## src/rtl/signed_divider.sv

```systemverilog
// Sequential signed divider: restoring division on magnitudes, one quotient bit per clock,
// followed by a sign-fix cycle. start/done handshake; busy covers CALC and FIX.
`timescale 1ns/1ps
module signed_divider #(
  parameter int DW = 10,
  parameter int VW = 5
) (
  input  logic          clk,
  input  logic          rst_n,
  input  logic          start,
  input  logic [DW-1:0] dividend,
  input  logic [VW-1:0] divisor,
  output logic [DW-1:0] quotient,
  output logic [VW-1:0] remainder,
  output logic          busy,
  output logic          done,
  output logic          dbz,
  output logic          ovf
);

  localparam int CW = $clog2(DW + 1);

  // Handshake: start is accepted only in IDLE or DONE (busy=0); while busy it is ignored.
  // done is a one-cycle pulse in DONE, and results stay valid until the next FIX or dbz accept.
  typedef enum logic [1:0] {IDLE, CALC, FIX, DONE} state_t;

  state_t         state, state_nx;
  logic [DW-1:0]  nmag;      // |N| shifts out MSB-first while quotient bits shift in
  logic [VW-1:0]  dmag;
  logic [VW:0]    prem;
  logic [CW-1:0]  cnt;
  logic           sn, sd;
  logic           accept, div0, last_step, qbit;
  logic [VW+1:0]  trial, diff;

  always_comb begin
    accept    = start && (state == IDLE || state == DONE);
    div0      = (divisor == '0);
    last_step = (cnt == CW'(DW - 1));
    trial     = {prem, nmag[DW-1]};
    diff      = trial - {2'b00, dmag};
    qbit      = ~diff[VW+1];
    state_nx  = state;
    case (state)
      IDLE:    if (accept) state_nx = div0 ? DONE : CALC;
      CALC:    if (last_step) state_nx = FIX;
      FIX:     state_nx = DONE;
      DONE:    state_nx = accept ? (div0 ? DONE : CALC) : IDLE;
      default: state_nx = IDLE;
    endcase
  end

  always_ff @(posedge clk or negedge rst_n) begin
    if (!rst_n) state <= IDLE;
    else        state <= state_nx;
  end

  always_ff @(posedge clk or negedge rst_n) begin
    if (!rst_n) begin
      nmag      <= '0;
      dmag      <= '0;
      prem      <= '0;
      cnt       <= '0;
      sn        <= 1'b0;
      sd        <= 1'b0;
      quotient  <= '0;
      remainder <= '0;
      dbz       <= 1'b0;
      ovf       <= 1'b0;
    end else if (accept && !div0) begin
      nmag <= dividend[DW-1] ? -dividend : dividend;
      dmag <= divisor[VW-1] ? -divisor : divisor;
      sn   <= dividend[DW-1];
      sd   <= divisor[VW-1];
      prem <= '0;
      cnt  <= '0;
    end else if (accept) begin
      quotient  <= '1;
      remainder <= '0;
      dbz       <= 1'b1;
      ovf       <= 1'b0;
    end else if (state == CALC) begin
      prem <= qbit ? diff[VW:0] : trial[VW:0];
      nmag <= {nmag[DW-2:0], qbit};
      cnt  <= cnt + CW'(1);
    end else if (state == FIX) begin
      quotient  <= (sn ^ sd) ? -nmag : nmag;
      remainder <= sn ? -prem[VW-1:0] : prem[VW-1:0];
      dbz       <= 1'b0;
      // Only -2^(DW-1) / -1 yields a positive magnitude with the MSB set.
      ovf       <= nmag[DW-1] & ~(sn ^ sd);
    end
  end

  assign busy = (state == CALC) || (state == FIX);
  assign done = (state == DONE);

endmodule

```

## config.mk

```make
export PLATFORM = sky130hd
export DESIGN_NAME = signed_divider
export DESIGN_NICKNAME = d
export VERILOG_FILES = /design/src/rtl/signed_divider.sv
export SDC_FILE = /design/constraint.sdc
export NUM_CORES = 1
export LEC_CHECK = 0
export ABC_AREA = 1
export CELL_PAD_IN_SITES_DETAIL_PLACEMENT = 0
export CELL_PAD_IN_SITES_GLOBAL_PLACEMENT = 1
export CORE_ASPECT_RATIO = 0.75
export CORE_MARGIN = 2
export CORE_UTILIZATION = 35
export DETAILED_ROUTE_END_ITERATION = 16
export PLACE_DENSITY = 0.71
export SLEW_MARGIN = 20
export SYNTH_ARGS = -nofsm -noshare
export SYNTH_HDL_FRONTEND = slang
export SYNTH_SLANG_ARGS = --single-unit
```

## constraint.sdc

```tcl
create_clock -name clk -period 2.5 [get_ports clk]
set_clock_uncertainty 0.1 [all_clocks]
set_input_delay 0.5 -clock clk [delete_from_list [all_inputs] [get_ports clk]]
set_output_delay 0.5 -clock clk [all_outputs]
set_load 0.02 [all_outputs]
```

==> results summary <==
The run finished with clean final reports. The power share of the clock group came out at 0.106. The cell area that synthesis handed to floorplanning was 2860 um2. The number of antenna violations at the first check in global routing was 0. Row generation in the floorplan step produced 28 rows.

Once the clock tree was built, the resizer swapped 0 gates to a different size. The worst register-to-register path ends at prem[0]. The required time of the critical path is 1.90 ns.

In this run the tool buffered the top-level ports with 36 buffer cells. Of the cells placed in the final design, the portion with a size suffix greater than 1 is 0.0771. For this run, design rule violations remaining after detail routing come to 0.

The synthesized design contains 46 register bits. In the post-synthesis netlist, the biggest area contributors are sky130_fd_sc_hd__dfrtp_1 (40%), sky130_fd_sc_hd__nand2_1 (12%), sky130_fd_sc_hd__inv_1 (7.2%). The sequential cell area in the final layout came out at 1150 um2. Clock-pin slew was measured on the worst setup and hold paths at 0.10 ns. The worst slew margin relative to its limit came out at 0.431. The minimum setup slack among reg-to-reg paths came out at 0.37 ns. In this run the number of H-tree levels came out at 2.

The number of cells on the worst reg-to-reg path came out at 13. The power density relative to cell area came out at 1310 nW/um2. The multi-input combinational cells in the finished layout cover a total of 1420 um2. Among all stages on the critical path, the largest delay is contributed by sky130_fd_sc_hd__clkdlybuf4s50_1.

The later-pin clock latency in the skew report came out at 0.31 ns. The placer congestion estimate is 0.785. The total nets after synthesis came out at 418.

The number of instances in the synthesized netlist is 384. The count of routing violations after the opening detailed-route iteration is 128. The worst-case IR drop observed on VDD is 0.000606 V.

The floorplan step defined a core boundary enclosing 7920 um2. Buffers added to address setup during post-CTS repair amount to 0. The residual overflow from global routing came out at 0.

The area growth from synthesis to layout is 20.5%. For this block, the via count after detailed routing is 2507. STA classifies the critical path startpoint as a register. The total number of nets in the final design is 461. The critical-path maximum fanout is 5. The count of boundary I/O pins is 37. The number of distinct library cell variants in the gate-level netlist after synthesis came out at 30.

The analysis attributes to net switching a power of 2.22 mW. The via count of the first global-routing pass came out at 2373. The delay contributed by the slowest stage of the critical path came out at 0.62 ns. The leakage power came out at 1.67 nW. The hold violation total from the final report is 0.

The total detailed-routing wirelength is 6.93 mm. Setup repair after global routing left no endpoint under its margin. Internal power comes to 2.32 mW. The register area share after synthesis came out at 0.402. The final setup violation count came out at 0.

The worst setup path is of the reg2out kind. The post-route fraction of the period consumed by the critical path came out at 0.940. The switching power as a share of total power is 0.489.

The CTS buffer count came out at 5. The synthesized design spends more area on one cell type than any other, namely sky130_fd_sc_hd__dfrtp_1. Traced cell by cell, the critical path runs through inv_1 -> ha_1 -> clkdlybuf4s50_1. For this configuration, the core starts out at a cell density of 0.362. TritonCTS built the clock tree. The number of max-slew violations in the final report came out at 0. The non-filler instance count after layout is 533. The first global-routing pass estimated 11.7 mm of wire.

The final critical delay including setup and external delays came out at 2.35 ns. The root buffer cell chosen for the clock tree is sky130_fd_sc_hd__clkbuf_8. The pin count of the biggest net entering global routing came out at 38. The first-pass iteration count of the detailed router came out at 5.

The post-route setup TNS came out at 0 ns. Measured along the y axis, the die boundary spans 82.3 um. 0 antenna diodes ended up in the layout. During synthesis, Yosys emitted a total of 0 warnings. The cell total after placement is 525.

The number of sinks driven by the clock tree came out at 46. The sequential power share is 0.286. The die footprint came out at 8930 um2. The number of fill cells in the layout came out at 854. The detail-routed via count per cell came out at 4.70. The top cell types in the final layout, fill and taps aside, are sky130_fd_sc_hd__nand2_1 (94), sky130_fd_sc_hd__inv_1 (55), sky130_fd_sc_hd__dfrtp_1 (46). The die width is 108 um. The leading cell type in the layout, fill and taps excluded is sky130_fd_sc_hd__nand2_1. The half-perimeter wire length after detailed placement came out at 5.41 mm. STA classifies the critical path endpoint as an output port. Of the total power, combinational logic draws 0.609. The cell area after placement is 3360 um2. The share of the synthesized area in the top cell type came out at 0.402. The total of hold buffers inserted after clock tree synthesis is 0. The detail route stage leaves a number of antenna-violating nets equal to 0. The worst min-delay path category is in2async.

In this run the critical register-to-register path is launched from nmag[9]. The buffer levels on the longest clock path came out at 2. At the pin with the least slew margin, the transition time is 0.853 ns. The cell area after layout came out at 3450 um2. The worst path arrival time came out at 1.75 ns. Dividing the detail-routed wire length by the instance count gives 13.0 um.

Based on the critical path, the design can be clocked at up to 426 MHz. The synthesized area divided by synthesized cell count came out at 7.46 um2. The reported max-cap violation count came out at 0. The global router's overall resource usage is 0.171.
-- cells in the mapped netlist --
cell / instances
sky130_fd_sc_hd__xnor2_1: 2
sky130_fd_sc_hd__nor3_1: 4
sky130_fd_sc_hd__dfrtp_1: 46
sky130_fd_sc_hd__o221ai_1: 3
sky130_fd_sc_hd__buf_2: 6
sky130_fd_sc_hd__ha_1: 15
sky130_fd_sc_hd__buf_4: 1
sky130_fd_sc_hd__nand2_1: 94
sky130_fd_sc_hd__nand3_1: 39
sky130_fd_sc_hd__nor2_1: 30
sky130_fd_sc_hd__o22ai_1: 9
sky130_fd_sc_hd__o21ai_1: 2
sky130_fd_sc_hd__inv_2: 9
sky130_fd_sc_hd__nor2_2: 1
sky130_fd_sc_hd__a21oi_1: 11
sky130_fd_sc_hd__a31oi_1: 5
sky130_fd_sc_hd__xor2_1: 6
sky130_fd_sc_hd__o211ai_1: 5
sky130_fd_sc_hd__or2_2: 1
sky130_fd_sc_hd__o21bai_1: 5
sky130_fd_sc_hd__o31ai_1: 3
sky130_fd_sc_hd__buf_6: 1
sky130_fd_sc_hd__inv_1: 55
sky130_fd_sc_hd__nand3_2: 2
sky130_fd_sc_hd__nand3b_1: 1
sky130_fd_sc_hd__nor2_4: 1
sky130_fd_sc_hd__fa_1: 1
sky130_fd_sc_hd__nand2_2: 2
sky130_fd_sc_hd__nand4_1: 3
sky130_fd_sc_hd__o21ai_0: 21
-- flip-flops by register name, summed over array words and instances (netlist names) --
name	count
sn	1
dbz	1
state	2
remainder	5
cnt	4
prem	6
sd	1
ovf	1
quotient	10
nmag	10
dmag	5
-- layer usage --
| metal | global-route usage | share of wire |
|---|---|---|
| met5 | 0 | 0 |
| met1 | 0.264 | 0.57 |
| met3 | 0.0267 | 0.048 |
| met2 | 0.246 | 0.38 |
| met4 | 0.0462 | 0.0095 |
-- worst max-delay path, delay by kind of cell, from the launching register on --
family     cells  cell delay [ns]
flops          1             0.41
fa+ha+maj      1             0.33
buf+inv        2             0.70
-- how the worst max path moves through the flow --
stage,start,to,slack [ns]
floorplan,nmag[9],prem[0],0.59
global placement,divisor[0],quotient[9],0.24
detailed placement,divisor[0],nmag[2],0.19
CTS,state[0],busy,0.13
global route,state[0],busy,0.06
finish,state[1],busy,0.15
-- power groups by stage --
stage | Sequential [mW] | Combinational [mW] | Clock [mW]
floorplan | 1.37 | 1.91 | 0
global placement | 1.31 | 2.77 | 0
detailed placement | 1.31 | 2.78 | 0
CTS | 1.29 | 2.79 | 0.494
global route | 1.34 | 3.18 | 0.534
finish | 1.30 | 2.76 | 0.479
-- layout make-up --
class,instances,share of cell area
multi-input combinational,266,0.412
sequential,46,0.334
timing repair buffer,44,0.120
inverter,64,0.0696
tap,105,0.0381
clock buffer,5,0.0199
clock inverter,3,0.00616
-- cell families after synthesis --
group,after synthesis,synth area share
fa+ha+maj,16,0.0726
simple gates,178,0.267
flops,46,0.402
buf+inv,72,0.101
xor+xnor,8,0.0245
compound gates,64,0.133
-- metrics by stage --
stage	util	hold slack, ns	setup slack [ns]	total power [mW]
6_report	0.436	0.188	0.151	4.54
5_1_grt	0.436	0.258	0.0586	5.05
4_1_cts	0.436	0.223	0.130	4.58
3_5_place_dp	0.424	0.376	0.185	4.09
3_3_place_gp	0.424	0.365	0.236	4.08
2_1_floorplan	-	0.104	0.591	3.28
No activity file was read; power rests on OpenSTA's default activity.
